--- src/rtl/ip_encode.sv ---
// IPv4 transmit encoder: checksummed 20-byte header (no options) followed by the payload nibble stream.
// Fixed 12-cycle start-to-first-nibble latency; payload flows through one register with an upstream underrun abort.
module ip_encode #(
   parameter logic [7:0]  TTL     = 8'd64,
   parameter logic        DF      = 1'b1,
   parameter logic [15:0] ID_INIT = 16'h0000
) (
   input  logic        clk,
   input  logic        rst_n,
   input  logic        start,
   input  logic [15:0] payload_len,
   input  logic [7:0]  protocol,
   input  logic [31:0] src_addr,
   input  logic [31:0] dst_addr,
   input  logic        payload_valid,
   input  logic [3:0]  payload_din,
   output logic        payload_ready,
   output logic        dout_valid,
   output logic [3:0]  dout,
   output logic        busy,
   output logic        done,
   output logic        err
);

   typedef enum logic [1:0] {IDLE, CALC, HEADER, PAYLOAD} state_t;

   state_t      state, state_nxt;
   logic [3:0]  word_cnt;
   logic [5:0]  nib_cnt;
   logic [16:0] pay_cnt;
   logic [16:0] pay_nibs;
   logic [15:0] tot_len;
   logic [15:0] id_cur;
   logic [15:0] id_next;
   logic [15:0] sum;
   logic [15:0] csum;
   logic [7:0]  proto;
   logic [31:0] src;
   logic [31:0] dst;
   logic [3:0]  pay_dat;
   logic [3:0]  widx;
   logic [15:0] hdr_word;
   logic [16:0] add;
   logic [15:0] sum_fold;
   logic        accept, reject, finish, underrun, take, last_hdr;

   assign last_hdr = (nib_cnt == 6'd39);
   assign busy     = (state != IDLE);
   assign take     = payload_ready & payload_valid;

   // One header word mux serves both the checksum pass and transmission.
   assign widx = (state == CALC) ? word_cnt : nib_cnt[5:2];

   always_comb begin
      hdr_word = 16'h0000;
      case (widx)
         4'd0: hdr_word = 16'h4500;
         4'd1: hdr_word = tot_len;
         4'd2: hdr_word = id_cur;
         4'd3: hdr_word = {1'b0, DF, 14'd0};
         4'd4: hdr_word = {TTL, proto};
         4'd5: hdr_word = csum;
         4'd6: hdr_word = src[31:16];
         4'd7: hdr_word = src[15:0];
         4'd8: hdr_word = dst[31:16];
         4'd9: hdr_word = dst[15:0];
         default: hdr_word = 16'h0000;
      endcase
   end

   // End-around carry folded every cycle; the fold itself cannot overflow.
   assign add      = {1'b0, sum} + {1'b0, hdr_word};
   assign sum_fold = add[15:0] + {15'd0, add[16]};

   always_ff @(posedge clk or negedge rst_n) begin
      if (!rst_n) state <= IDLE;
      else        state <= state_nxt;
   end

   always_comb begin
      state_nxt     = state;
      accept        = 1'b0;
      reject        = 1'b0;
      finish        = 1'b0;
      underrun      = 1'b0;
      payload_ready = 1'b0;
      case (state)
         IDLE: begin
            if (start) begin
               if (payload_len > 16'd65515) begin
                  reject = 1'b1;
               end else begin
                  accept    = 1'b1;
                  state_nxt = CALC;
               end
            end
         end
         CALC: begin
            if (word_cnt == 4'd10) state_nxt = HEADER;
         end
         HEADER: begin
            // First payload nibble is requested during the last header nibble.
            if (last_hdr) begin
               if (pay_nibs == 17'd0) begin
                  finish    = 1'b1;
                  state_nxt = IDLE;
               end else begin
                  payload_ready = 1'b1;
                  if (payload_valid) begin
                     state_nxt = PAYLOAD;
                  end else begin
                     underrun  = 1'b1;
                     state_nxt = IDLE;
                  end
               end
            end
         end
         PAYLOAD: begin
            if (pay_cnt == pay_nibs) begin
               finish    = 1'b1;
               state_nxt = IDLE;
            end else begin
               payload_ready = 1'b1;
               if (!payload_valid) begin
                  underrun  = 1'b1;
                  state_nxt = IDLE;
               end
            end
         end
         default: state_nxt = IDLE;
      endcase
   end

   always_comb begin
      dout_valid = 1'b0;
      dout       = 4'h0;
      if (state == HEADER) begin
         dout_valid = 1'b1;
         case (nib_cnt[1:0])
            2'd0: dout = hdr_word[15:12];
            2'd1: dout = hdr_word[11:8];
            2'd2: dout = hdr_word[7:4];
            default: dout = hdr_word[3:0];
         endcase
      end else if (state == PAYLOAD) begin
         dout_valid = 1'b1;
         dout       = pay_dat;
      end
   end

   always_ff @(posedge clk or negedge rst_n) begin
      if (!rst_n) begin
         word_cnt <= 4'd0;
         nib_cnt  <= 6'd0;
         pay_cnt  <= 17'd0;
         pay_nibs <= 17'd0;
         tot_len  <= 16'd0;
         id_cur   <= 16'd0;
         id_next  <= ID_INIT;
         sum      <= 16'd0;
         csum     <= 16'd0;
         proto    <= 8'd0;
         src      <= 32'd0;
         dst      <= 32'd0;
         pay_dat  <= 4'd0;
         done     <= 1'b0;
         err      <= 1'b0;
      end else begin
         done <= finish;
         err  <= reject | underrun;
         if (accept) begin
            tot_len  <= payload_len + 16'd20;
            id_cur   <= id_next;
            id_next  <= id_next + 16'd1;
            proto    <= protocol;
            src      <= src_addr;
            dst      <= dst_addr;
            pay_nibs <= {payload_len, 1'b0};
            sum      <= 16'd0;
            csum     <= 16'd0;
            word_cnt <= 4'd0;
            nib_cnt  <= 6'd0;
            pay_cnt  <= 17'd0;
         end
         if (state == CALC) begin
            if (word_cnt == 4'd10) begin
               csum <= ~sum;
            end else begin
               sum      <= sum_fold;
               word_cnt <= word_cnt + 4'd1;
            end
         end
         if (state == HEADER) nib_cnt <= nib_cnt + 6'd1;
         if (take) begin
            pay_dat <= payload_din;
            pay_cnt <= pay_cnt + 17'd1;
         end
      end
   end

endmodule

--- config.mk ---
export PLATFORM = sky130hd
export DESIGN_NAME = ip_encode
export DESIGN_NICKNAME = d
export VERILOG_FILES = /design/src/rtl/ip_encode.sv
export SDC_FILE = /design/constraint.sdc
export NUM_CORES = 1
export LEC_CHECK = 0
export ABC_AREA = 1
export CAP_MARGIN = 20
export CORE_MARGIN = 10
export CORE_UTILIZATION = 33
export CTS_CLUSTER_DIAMETER = 120
export DETAILED_ROUTE_END_ITERATION = 6
export GPL_TIMING_DRIVEN = 0
export PLACE_DENSITY = 0.6
export SYNTH_ARGS = -nofsm -noshare
export SYNTH_HDL_FRONTEND = slang
export SYNTH_SLANG_ARGS = --single-unit
--- constraint.sdc ---
create_clock -name clk -period 5.7 [get_ports clk]
set_clock_uncertainty 0.15 [all_clocks]
set_input_delay 1.14 -clock clk [delete_from_list [all_inputs] [get_ports clk]]
set_output_delay 1.14 -clock clk [all_outputs]
set_load 0.05 [all_outputs]
# --- After elaboration in Yosys (flattened, before gate mapping) ---
# Cells that the tools add are included.
word_totals:
  reg_bits: 203
  input_bits: 96
  out_inout_bits: 9
  wordCells: 105
op_classes:
  addsub: 7
  n_lt_le_gt_ge: 1
  n_eq_ne: 22
  mux: 48
  n_bitwise: 3
  n_reduce_logical: 8
ops:
  columns: ["cell", "n"]
  rows:
  - ["16-bit one-hot mux with 10 select lines", 1]
  - ["16-bit 2-to-1 mux", 6]
  - ["17-bit 2-to-1 mux", 2]
  - ["4-bit 2-to-1 mux", 6]
  - ["1-bit 2-to-1 mux", 18]
  - ["16-bit by 16-bit adder with 17-bit output", 1]
  - ["17-bit by 1-bit adder with 17-bit output (second input constant)", 1]
  - ["17-bit == test", 1]
  - ["17-bit logical NOT", 1]
  - ["16-bit by 1-bit adder with 16-bit output", 1]
  - ["16-bit by 1-bit adder with 16-bit output (second input constant)", 1]
  - ["16-bit by 5-bit adder with 16-bit output (second input constant)", 1]
  - ["4-bit by 3-bit == test with 1-bit output (second input constant)", 4]
  - ["16-bit > comparator (second input constant)", 1]
  - ["2-bit 2-to-1 mux", 8]
  - ["16-bit inverter", 1]
  - ["4-bit == test (second input constant)", 3]
  - ["6-bit 2-to-1 mux", 2]
  - ["4-bit one-hot mux with 3 select lines", 1]
  - ["4-bit by 2-bit == test with 1-bit output (second input constant)", 2]
  - ["2-bit one-hot mux with 4 select lines", 1]
  - ["6-bit by 1-bit adder with 6-bit output (second input constant)", 1]
  - ["2-bit == test (second input constant)", 3]
  - ["6-bit == test (second input constant)", 1]
  - ["other kinds (13)", 21]

# --- Logic depth before layout (Yosys ltp) ---
# Gate-level depths: netlist (run 1).
logic_depth:
  ltp_word: 8
  ltp_mapped: 34
  mapped_depth_nobuf: 33

# --- Least setup slack after synthesis (run 1) ---
# OpenSTA, ideal clock, no wires.
synth_path:
  path_type: "flip-flop to flip-flop"
  start: "register state[1]"
  end: "register sum[12]"
  setup_ps: 127
  t_arrival_ps: 3842
  required_ps: 5423
  slack_ps: 1582
  stages_incl_launch_ff: 33
  synth_period_minus_slack_ps: 4118
  path_cell_list: "dfrtp_1 -> inv_2 -> nand2_4 -> buf_12 -> nand2_2 -> nand2_4 -> nor2_4 -> buf_6 -> nand3_1 -> nand2_1 -> nor2_1 -> nand2_1 -> ha_1 -> fa_1 -> nand2_1 -> nand2_1 -> nand3_1 -> nand2_1 -> nand2_1 -> nand2_1 -> a21oi_1 -> o21bai_1 -> ha_1 -> ha_1 -> inv_1 -> nor2_1 -> nand3_1 -> nor2_1 -> nand2_1 -> nor2_1 -> nand3_1 -> nand2_1 -> o21ai_0"
synth_between:
  elab_chain_cells: 8
  elab_cells_between_ends: 20
  cone_classes: "add/sub: 2; eq/ne: 10; mux: 6; reduce/logical: 2"
synth_rtl:
  columns: ["element", "line", "text"]
  rows:
  - ["from (decl)", "27", "state_t state, state_nxt;"]
  - ["from (signal assigned)", "77", "else state <= state_nxt;"]
  - ["2-bit by 1-bit == test with 1-bit output", "52, 185", null]
  - ["4-bit 2-to-1 mux", "52", "assign widx = (state == CALC) ? word_cnt : nib_cnt[5:2];"]
  - ["4-bit == test (tied with other cells)", "56", "case (widx)"]
  - ["16-bit one-hot mux with 10 select lines", "56", null]
  - ["16-bit by 16-bit adder with 17-bit output", "72", "assign add = {1'b0, sum} + {1'b0, hdr_word};"]
  - ["16-bit by 1-bit adder with 16-bit output", "73", "assign sum_fold = add[15:0] + {15'd0, add[16]};"]
  - ["16-bit 2-to-1 mux", "186", "if (word_cnt == 4'd10) begin"]
  - ["16-bit 2-to-1 mux (*)", "185", "if (state == CALC) begin"]
  - ["to (signal assigned)", "189", "sum <= sum_fold;"]
  - ["to (decl)", "35", "logic [15:0] sum;"]
# Every way passes the cells marked *; elsewhere a longest branch is shown, timed or not.
# A chain may end at the register's enable or synchronous reset.

# --- Final worst setup path (run 1) ---
layout_path:
  start: "register state[1]"
  end: "register sum[14]"
# Same word-level chain as after synthesis.

==> results by stage, run 1 <==
Status:
- The run finished with clean final reports.

Floorplanning:
- The height of the chip is 207 µm.
- The core box area is 34500 µm².
- In this run the count of I/O pins placed on the die edge is roughly 110.
- The area of the die is about 43000 µm².
- The initial utilization of the core area, before any placement, comes to 33.4%.
- The floorplan die width is between 200 and 250 µm.
- The total number of placement rows is 68.

Logic synthesis:
- The synthesized netlist cell count is 1610.
- The combinational family with the most area after synthesis is simple AND/OR/NAND/NOR gates.
- The number of different library cells in the post-synthesis netlist is 39.
- Sequential elements use a little over two fifths of the synthesized area.
- Synthesis inferred 201 register bits.
- The synthesized netlist devotes 3.21% of its cell area to adder and majority cells.
- After synthesis, the share of cell area in mux cells is 0%.
- The number of nets in the synthesized netlist is 1735.
- The compound-cell area share of the yosys netlist is ~7%.
- The post-synthesis xor/xnor area fraction is 3.03%.
- For this run, the number of Yosys warnings is 0.
- In this run the cell area of the synthesized design comes to 11500 µm².
- In this run the mean area of a mapped cell was around 7 µm².
- Summing the areas of all and, or, nand and nor instances in the mapped netlist gives 36.2% of the synthesized area.

Clocking:
- Counting along the longest clock path gives a buffer depth of 3.
- Clock latency on the worst-skew pair, taken at its later pin, is approximately 0.52 ns.
- The CTS buffer count is 23.
- The clock net in this run drives a total of 201 sinks.
- The CTS tree is done.
- Once the clock tree was built, the setup fixing pass inserted 0 buffers.
- Clock-pin slew was measured on the worst setup and hold paths at 0.06 ns.
- CTS built an H-tree with a depth of 1.
- The clock tree root driver cell is sky130_fd_sc_hd__clkbuf_16.

Timing:
- The final hold violation count is 0.
- Setup slack on the critical path of the routed design comes to 0.354 ns.
- The number of slew-limit violations in the final report is 0.
- Setup violations remaining at the end of the flow were counted as 0.
- The worst slack on hold paths is between 0.3 and 0.4 ns.
- The shortest clock period the worst path allows after layout is 5.35 ns.
- The transition time at the pin with the least slew margin is ~0.74 ns.
- The relative slew slack is 50.9%.
- The fmax is 187 MHz.
- The post-route fraction of the period consumed by the critical path is 93.8%.

Cells and area:
- Counting the fill cells in the layout gives 3621.
- The library cells used most frequently in the layout, excluding fill and tap cells, are 676 x sky130_fd_sc_hd__nand2_1, 199 x sky130_fd_sc_hd__dfrtp_1, 160 x sky130_fd_sc_hd__nand3_1.
- The layout-stage area growth over the synthesis result is 21.2%.
- The fraction of final layout cells with drive strength greater than 1 is 6.49%.
- The number of antenna repair diodes is 0.
- For this run, the post-layout net count is 1866.
- The leading cell type in the layout, fill and taps excluded is sky130_fd_sc_hd__nand2_1.

Drt:
- The number of nets with antenna violations after routing is 0.
- The total number of vias is ~11000.
- The post-detailed-route DRC marker count is 0.
- The via density per instance is roughly 5.
- After the first detailed-routing iteration, the DRC count stood at 851.
- The detailed-routing iteration count for the pre-antenna-repair pass is 6.
- The aggregate routed wire length is 37900 µm.
- After detailed routing, the average wire length per cell comes to ~17 µm.

Worst setup path:
- The type of the setup path with the least slack is reg2reg.
- The worst setup path is captured at a flip-flop.
- For this run, the slowest stage of the critical path takes 0.47 ns.
- Along the worst path, the maximum fanout reaches 10.
- The largest individual stage delay along the critical path comes from the cell sky130_fd_sc_hd__dfrtp_2.
- At the worst endpoint, the required time is 6.01 ns.
- STA classifies the critical path startpoint as a flip-flop.
- The most frequent cell on the critical path is sky130_fd_sc_hd__nand2_1.
- The data arrival at the endpoint of the critical path is 5.66 ns.
- The setup check on the worst reg-to-reg path leaves a slack of between 0.3 and 0.4 ns.

GRT:
- For this run the aggregate overflow at the end of global routing stands at 0.
- The maximum number of pins on one net before global-route repair is 86.
- The number of global-route vias before repair is 10700.
- The number of antenna violations at the first check in global routing is 1.
- The first global-routing pass estimated 60600 µm of wire.
- Global routing used 17.2% of the available tracks.

Power:
- VDD sags by at most 0.276 mV.
- Per report_power, the sequential group accounts for 31.5% of the total.
- Summed over all nets, the switching power comes to roughly 3.4 mW.
- The net switching fraction of the power is 46.0%.
- The total power per unit cell area is between 500 and 600 nW/µm².
- Combinational logic burns 48.4% of the power.
- The internal portion of the total power is 3.94 mW.
- The static leakage power is 7.14 nW.
- The share of total power dissipated in the clock network is 20.1%.

Hold path:
- The class of the tightest hold or removal check is reg2reg.

Place:
- The total half-perimeter wirelength after legalization and detailed placement is 29500 µm.
- During placement, the flow inserted port buffers numbering 104.
- Routability-driven placement finished with a final weighted congestion of 0.938.
- At the placement stage, the worst setup path has a slack of 0.000788 ns.

Job:
- The tool flagged a number of max-cap violations equal to 0.
## cells by family after synthesis
kind of cell,after synthesis
buf+inv,182
flops,201
simple gates,1006
compound gates,152
fa+ha+maj,29
xor+xnor,40
## worst max-delay path, delay by kind of cell, from the launching register on
family	cells	cell delay, ns
buf+inv	4	0.47
compound gates	3	0.55
simple gates	22	2.65
fa+ha+maj	4	1.00
flops	1	0.47
## sequential cells by signal (all words and copies together) (netlist names), 8 cells and up
name,count
tot_len,16
pay_nibs,14
dst,32
proto,8
src,32
id_next,16
pay_cnt,17
csum,16
id_cur,16
sum,16
## area by class of cell
cell class	instances	area, µm²	share of cell area, %
inverter	129	484	3.46
timing repair buffer	106	1100	7.86
multi-input combinational	1227	5760	41.2
clock buffer	33	683	4.88
buffer	53	303	2.16
clock inverter	7	67.6	0.482
tap	455	569	4.07
sequential	201	5030	35.9
## power by group through the flow
stage / Clock, mW / Sequential [mW] / Combinational, mW
after floorplan: 0 / 2.18 / 2.49
after global routing: 1.56 / 2.36 / 4.00
final: 1.47 / 2.31 / 3.54
after CTS: 1.50 / 2.30 / 3.52
after detailed placement: 0 / 2.32 / 3.49
after global placement: 0 / 2.31 / 3.43
## per-layer routing
layer / up-vias / global-route usage [%] / routed length, µm
li1: 5405 / - / -
met1: 5169 / 24.1 / 17500
met2: 367 / 26.8 / 16800
met3: 63 / 2.86 / 2470
met4: 2 / 4.69 / 1000
met5: - / 0 / 13
## final timing paths
check	depth (start not counted)	to	from
setup / recovery	33	sum[14]	state[1]
max in group asynchronous	3	src[25]	rst_n
hold reg to reg	2	dst[2]	dst[2]
setup reg to reg	33	sum[14]	state[1]
hold / removal	2	dst[2]	dst[2]
min in group asynchronous	1	pay_nibs[9]	rst_n
## Yosys cell counts, drive strengths merged
library cell | n | area [µm²]
a21oi | 31 | 155
a31oi | 2 | 12.5
a32o | 1 | 10.0
and2 | 2 | 12.5
buf | 38 | 246
clkbuf | 15 | 56.3
dfrtp | 201 | 5030
fa | 1 | 20.0
ha | 28 | 350
inv | 129 | 484
nand2 | 688 | 2630
nand3 | 160 | 801
nand3b | 2 | 15.0
nand4 | 16 | 100
nor2 | 112 | 470
nor3 | 13 | 65.1
nor3b | 1 | 7.51
nor4 | 9 | 56.3
o2111a | 1 | 11.3
o21a | 1 | 7.51
o21ai | 105 | 559
o21bai | 1 | 7.51
o22ai | 6 | 37.5
o31ai | 2 | 15.0
o32ai | 2 | 17.5
or2 | 3 | 18.8
xnor2 | 10 | 87.6
xor2 | 30 | 263
## through the flow
step | TNS (ns) | instance area, µm² | instances | total power, mW | utilization, %
floorplan | 0 | 11500 | 1610 | 4.66 | -
detailed placement | 0 | 13200 | 2171 | 5.81 | 38.3
global placement | -1081.82 | 13200 | 2169 | 5.74 | 38.1
global route | -0.00216 | 14000 | 2211 | 7.92 | 40.5
CTS | 0 | 14000 | 2211 | 7.31 | 40.5
finish | 0 | 14000 | 2211 | 7.31 | 40.5
## repair_timing
item                       in CTS  in global routing
resized for setup               1                  9
hold buffers                    0                  0
setup endpoints to repair       1                  8
(Power assumes the default switching activity.)
==> run 2: changes to the inputs <==
clock period = 5.6 ns   (was 5.7 ns; I/O delays follow)
==> run 2 against run 1 <==
Hold slack is essentially flat. Clock power hardly changed. Routed wire length up 0.21%. Sequential share of layout area is 0.064 points lower. Count of clock-buffer cells in the layout stayed put. Critical path type unchanged. First-iteration DRC count decreased by 4.5%. Highest routed layer unchanged. Die area unchanged. Cell count about the same.
==> results by stage, run 2 (synthesis results as in run 1) <==
Cells and area:
- After the last flow step, the layout net total stands at 1868.
- The leading cell type in the layout, fill and taps excluded is sky130_fd_sc_hd__nand2_1.
- At the end of the flow the core is filled with cells to 40.6%.
- In the layout the commonest cells are 675 x sky130_fd_sc_hd__nand2_1, 199 x sky130_fd_sc_hd__dfrtp_1, 160 x sky130_fd_sc_hd__nand3_1.
- The number of antenna repair diodes is 0.
- The fraction of final layout cells with drive strength greater than 1 is 6.83%.
- The largest registers in the layout are dst: 32 flops, src: 32 flops, pay_cnt: 17 flops.
- Once layout is complete, the cells apart from fillers number 2213.
- From synthesis to final layout, the design area changed by 21.5%.

Hold path:
- For hold timing, the worst endpoint is dst[2].
- The path class of the tightest hold or removal check is reg2reg.
- Counting instances, the worst hold path has a depth of 2.
- The worst hold path begins at dst[2].

Worst setup path:
- The worst setup path is of the reg2reg kind.
- Data on the critical path arrives at its endpoint at 5.57 ns.
- The cell with the largest stage delay on the worst path is sky130_fd_sc_hd__dfrtp_2.
- The sort of element at the start of the critical path is a flip-flop.
- The maximum fanout along the worst path is 10.
- Broken down by cell family, the worst path's largest delay share belongs to simple AND/OR/NAND/NOR gates.
- The delay of the slowest cell on the worst path is 0.47 ns.
- Measured in cells, the most critical reg-to-reg path has a length of 32.
- The origin of the critical flop-to-flop path is state[1].
- Together, buffers and inverters on the worst path number 3.
- STA classifies the critical path endpoint as a flip-flop.
- The worst register-to-register path has a setup slack of roughly 0.35 ns.
- In this design, the critical path's most frequently occurring cell is sky130_fd_sc_hd__nand2_1.
- For the worst setup path, the data required time is a little under 6 ns.
- The endpoint identified for the worst register-to-register timing path is sum[14].

Power:
- For this design the static power due to leakage is a little over 7 nW.
- The total power per unit cell area is around 530 nW/µm².
- Across the VDD grid, the largest voltage drop is between 0.2 and 0.3 mV.
- The post-layout total power is 7.46 mW.

Job:
- Across the run, the number of max-cap violations was 0.

Timing:
- The shortest clock period the worst path allows after layout is 5.25 ns.
- The post-route fraction of the period consumed by the critical path is 93.8%.
- Setup repair after global routing could not meet its margin everywhere.
- The final hold violation count is 0.
- The transition time at the pin with the least slew margin is around 0.73 ns.
- The number of slew-limit violations in the final report is 0.
- The fmax is 190 MHz.
- The final count of negative-setup-slack endpoints is 0.
- The relative slew slack is 51.1%.
- The total negative setup slack is 0 ns.

Drt:
- In the routed layout, each cell is associated on average with a via count of between 4 and 5.
- The violation count after the first detailed-routing iteration is ~810.
- The post-detailed-route DRC marker count is 0.
- The first TritonRoute pass finished after 6 iterations.
- Across all layers, the routed design uses 10900 vias.
- Dividing the detail-routed wire length by the instance count gives 17.1 µm.
- The routed design has 37900 µm of wire.
- The detail route stage leaves a number of antenna-violating nets equal to 0.

Clocking:
- The clock latency at the later pin of the worst-skew pair is about 0.52 ns.
- The maximum number of buffers from clock root to sink is 3.
- The CTS buffer count is 23.
- The number of sinks on the clock net is 201.
- The clock transition time at the flip-flop clock pins of the worst setup and hold paths is 0.06 ns.
- The cell sitting at the root of the clock tree is a sky130_fd_sc_hd__clkbuf_16.
- TritonCTS built the clock tree.
- The H-tree depth is 1.

Status:
- The run finished with clean final reports.

GRT:
- The number of antenna violations at the first check in global routing came to 1.
- For this run, global-route usage on met1 was measured as 24.1%.
- The first global-routing pass estimated approximately 61000 µm of wire.
- The total routing usage reported by global routing is 17.2%.
- After global routing the overflow that remains totals 0.
- The number of global-route vias before repair is 10700.
- met2 is the most crowded layer.
- The maximum number of pins on one net before global-route repair is 86.
- The global-route met2 utilization is 26.8%.
- The global routing met3 resource utilization is 2.86%.

Floorplanning:
- The region available for standard cell placement spans around 35000 µm².
- Measured along the x axis, the die boundary spans between 200 and 250 µm.
- Row generation in the floorplan step produced 68 rows.
- The number of top-level design ports is ~110.
- The effective utilization at floorplan is 33.4%.
- The area of the die is 42900 µm².
- The die is 207 µm tall.

Place:
- The number of cells in the design after placement is approximately 2200.
- The total half-perimeter wirelength after legalization and detailed placement is 29500 µm.
- The quantity of I/O buffers inserted on ports is around 100.
- The last weighted congestion value of the routability-driven placer is 0.938.
==> run 2: cell types whose count changed in the layout (fill, tap and decap cells not counted), sizes merged <==
cell	delta
buf	+2
==> run 2: power by group <==
group | internal (mW) | total [mW] | switching, mW
combinational | 1.18 | 3.61 | 2.44
sequential | 1.95 | 2.35 | 0.395
clock | 0.891 | 1.50 | 0.608
total | 4.02 | 7.46 | 3.44
==> run 2: worst reg2reg max path, delay by kind of cell (launching register included) <==
family          cells  cell delay, ns
compound gates      3            0.63
simple gates       22            2.63
fa+ha+maj           4            1.00
flops               1            0.47
buf+inv             3            0.32
==> run 2: final cells by class <==
class / instances / area [µm²]
fillers: 3620 / 20500
multi-input cells: 1227 / 5770
flip-flops and latches: 201 / 5030
repair buffers: 108 / 1120
clock buffers: 33 / 683
well taps: 455 / 569
inverters: 129 / 484
plain buffers: 53 / 303
clock inverters: 7 / 67.6
==> run 2: worst max path at each step <==
stage          startpoint      end  slack [ns]  cells past startpoint
2_1_floorplan    state[1]  sum[12]        1.48                     32
3_5_place_dp     state[1]  sum[14]        -0.1                     32
5_1_grt          state[1]  sum[14]       -0.03                     32
6_report         state[1]  sum[14]        0.35                     32
3_3_place_gp        rst_n  src[10]       -5.48                      1
4_1_cts          state[0]  sum[14]        0.06                     33
==> run 2: through the flow <==
stage	setup WS, ns	hold slack [ns]	instance area [µm²]
finish	0.347	0.329	14000
global route	-0.0308	0.349	14000
CTS	0.0608	0.332	14000
detailed placement	-0.0992	0.316	13200
global placement	-5.48	0.313	13200
floorplan	1.48	0.291	11500
==> run 2: routing by layer <==
metal	wire length, µm	vias to the layer above
li1	-	5396
met1	17700	5097
met2	16700	373
met3	2510	62
met4	993	2
met5	13	-
==> run 2: timing repair <==
| action | in CTS | in global routing |
|---|---|---|
| buffers inserted | 0 | 2 |
| resized for setup | 3 | 11 |
| hold buffers | 0 | 0 |
| pin swaps | 0 | 2 |
| setup endpoints to repair | 3 | 8 |
==> run 3: changes to the inputs <==
CORE_UTILIZATION = 59   (was 33)
PLACE_DENSITY = 0.91   (was 0.6)
==> run 3 against run 2 <==
Die area shrank 40%. First-iteration DRC count grew 62%. Hold slack gained 0.0011 ns. Global-route usage grew 11 points. Sequential share of layout area grew 0.75 points. Combinational power is essentially flat. Flip-flop and latch count is the same. Critical path depth grew 1. Utilization grew 30 points. Cell count shrank 8.7%. Critical path type unchanged. Largest power group unchanged.
==> results by stage, run 3 (synthesis results as in run 1) <==
GRT:
- The total routing usage reported by global routing is 27.9%.
- The wire length of the first global-routing pass is between 50000 and 60000 µm.
- The number of global-route vias before repair came to 11400.
- The sum of overflow across all layers after global routing is 0.
- Entering global routing, the biggest net connects 112 pins.
- The number of antenna violations at the first check in global routing is 0.

Worst setup path:
- The maximum fanout along the worst path is 10.
- The data arrival at the endpoint of the critical path is between 5 and 6 ns.
- The type of the setup path with the least slack is reg2reg.
- The worst setup path is captured at a flip-flop.
- The top cell family by delay on the critical path is simple AND/OR/NAND/NOR gates.
- The combined buffer and inverter count along the critical path is 4.
- The largest single stage delay on the critical path is 0.46 ns.
- The cell with the largest stage delay on the worst path is sky130_fd_sc_hd__dfrtp_1.
- At the worst endpoint, the required time is 5.90 ns.
- The cell that appears most often on the critical path is sky130_fd_sc_hd__nand2_1.
- The worst-case register-to-register setup slack is 0.41 ns.
- The sort of element at the start of the critical path is a flip-flop.

Drt:
- The top routing layer in use is met4.
- The met3 routed wirelength is 3430 µm.
- Detailed routing inserted a total of 11400 vias.
- The post-detailed-route DRC marker count is 0.
- For this block, wires on met1 add up to about 15000 µm.
- Dividing the detail-routed via count by the number of cells gives between 5 and 6.
- The number of nets with antenna violations after routing is 0.
- The detailed-routing iteration count for the pre-antenna-repair pass is 5.
- The average wire length per cell after detail routing is ~18 µm.
- For this block, the initial DRC count from the detailed router was 1316.
- After detailed routing, the met2 layer carries approximately 16000 µm of wire.
- The aggregate routed wire length is 36000 µm.

Place:
- The last weighted congestion value of the routability-driven placer is 0.983.
- The number of placed instances, taps included, is 1980.
- The HPWL after detailed placement is 27200 µm.
- The quantity of I/O buffers inserted on ports is around 100.
- At the placement stage, the worst setup path has a slack of 0.0845 ns.

Timing:
- The worst pin sits at a relative slew slack of 53.9%.
- The final hold violation count is 0.
- In the final timing run, aggregate negative setup slack is 0 ns.
- Derived from the worst setup path, the maximum achievable clock frequency is approximately 190 MHz.
- Once routing completed, OpenROAD measured the worst setup slack at 0.411 ns.
- The transition time at the pin with the least slew margin is 0.691 ns.
- Setup repair after global routing left no endpoint under its margin.
- The post-route fraction of the period consumed by the critical path is 92.7%.
- The number of slew-limit violations in the final report is 0.
- Setup violations remaining at the end of the flow were counted as 0.
- The shortest clock period the worst path allows after layout is roughly 5.2 ns.

Power:
- Summed over all cells, the static leakage comes to 7.13 nW.
- VDD sags by at most 0.333 mV.
- Power spread over the standard cell area amounts to between 500 and 600 nW/µm².
- The post-layout total power is ~7.5 mW.

Cells and area:
- Leaving out fill and tap cells, the most frequent cells in the layout are 676 x sky130_fd_sc_hd__nand2_1, 200 x sky130_fd_sc_hd__dfrtp_1, 160 x sky130_fd_sc_hd__nand3_1.
- The final cell utilization of the core is 71.1%.
- The repair_antennas step left the layout with diodes totalling 0.
- In the final layout, the registers with the most flip-flops are dst: 32 flops, src: 32 flops, pay_cnt: 17 flops.
- The leading cell type in the layout, fill and taps excluded is sky130_fd_sc_hd__nand2_1.
- After filler insertion, the fill cell instance count of the layout stands at around 1600.
- Compared with the post-synthesis result, the final layout area differs by 19.0%.
- Cells with a size suffix above 1 make up 6.67% of the layout.
- The number of standard cells in the final layout excluding fillers is around 2000.
- The total number of nets in the final design is approximately 1900.

Clocking:
- The H-tree depth is 1.
- The total setup buffers inserted after CTS is 0.
- The clock tree root driver cell is sky130_fd_sc_hd__clkbuf_16.
- The clock passes through at most 3 buffers.
- The clock transition time at the flip-flop clock pins of the worst setup and hold paths is 0.06 ns.
- The CTS tree is done.
- The clock latency at the later pin of the worst-skew pair is 0.51 ns.
- Counting the buffers created by CTS gives 22.
- Buffers inserted to repair hold after CTS numbered 0.
- For this design, the sink count on the clock tree is approximately 200.

Status:
- The flow ran to the end, and the final reports show no timing, DRC or antenna violations.

Hold path:
- The class of the tightest hold or removal check is reg2reg.

Job:
- Max-cap violations in this run came to 0.

Floorplanning:
- The effective utilization at floorplan is 59.7%.
- The floorplan step defined a die boundary enclosing 25600 µm².
- Row generation in the floorplan step produced 51 rows.
- The number of top-level design ports is roughly 110.
- The die is 160 µm tall.
- The core box area is 19300 µm².
- The floorplan step set the die width to roughly 160 µm.
## run 3: cell count changes in the layout (fill, tap and decap cells not counted), sizes merged
cell	change
bufinv	+1
clkinv	+3
buf	-3
clkinvlp	+1
clkbuf	-4
inv	-1
## run 3: power breakdown
| part | switching, mW | internal, mW | leakage, nW |
|---|---|---|---|
| Combinational | 2.45 | 1.17 | 4.17 |
| Clock | 0.610 | 0.898 | 0.375 |
| Sequential | 0.411 | 1.95 | 2.59 |
| Total | 3.47 | 4.02 | 7.13 |
## run 3: final timing paths
check / from / depth (start not counted) / to
hold / removal: dst[5] / 2 / dst[5]
max in group asynchronous: rst_n / 2 / csum[3]
setup reg to reg: state[1] / 33 / sum[14]
hold reg to reg: dst[5] / 2 / dst[5]
min in group asynchronous: rst_n / 1 / id_next[7]
setup / recovery: state[1] / 33 / sum[14]
## run 3: through the flow
step	cell area [µm²]	hold slack, ns
final	13700	0.330
after global routing	13700	0.353
after CTS	13700	0.332
after detailed placement	13000	0.316
after global placement	12900	0.312
after floorplan	11500	0.291
## run 3: final cells by class
| class | instances | area [µm²] | area share, % |
|---|---|---|---|
| inverter | 129 | 484 | 3.52 |
| multi-input combinational | 1227 | 5760 | 41.9 |
| buffer | 53 | 303 | 2.20 |
| sequential | 201 | 5030 | 36.6 |
| clock inverter | 11 | 119 | 0.865 |
| timing repair buffer | 105 | 1070 | 7.81 |
| clock buffer | 29 | 638 | 4.64 |
| tap | 265 | 332 | 2.41 |
## run 3: worst reg2reg max path, delay by kind of cell (launching register included)
kind            cells  cell delay [ns]
simple gates       22             2.58
flops               1             0.46
compound gates      3             0.51
fa+ha+maj           4             0.93
buf+inv             4             0.51
## run 3: routing by layer
metal  vias up  global-route usage (%)
met5         -                       0
met4         0                    11.1
met3       108                    5.24
met2       586                    44.9
met1      5288                    36.6
li1       5391                       -
## run 3: timing repair
item,4_1_cts,5_1_grt
hold endpoints to repair,0,0
endpoints found under the setup margin,0,9
resized for setup,0,10
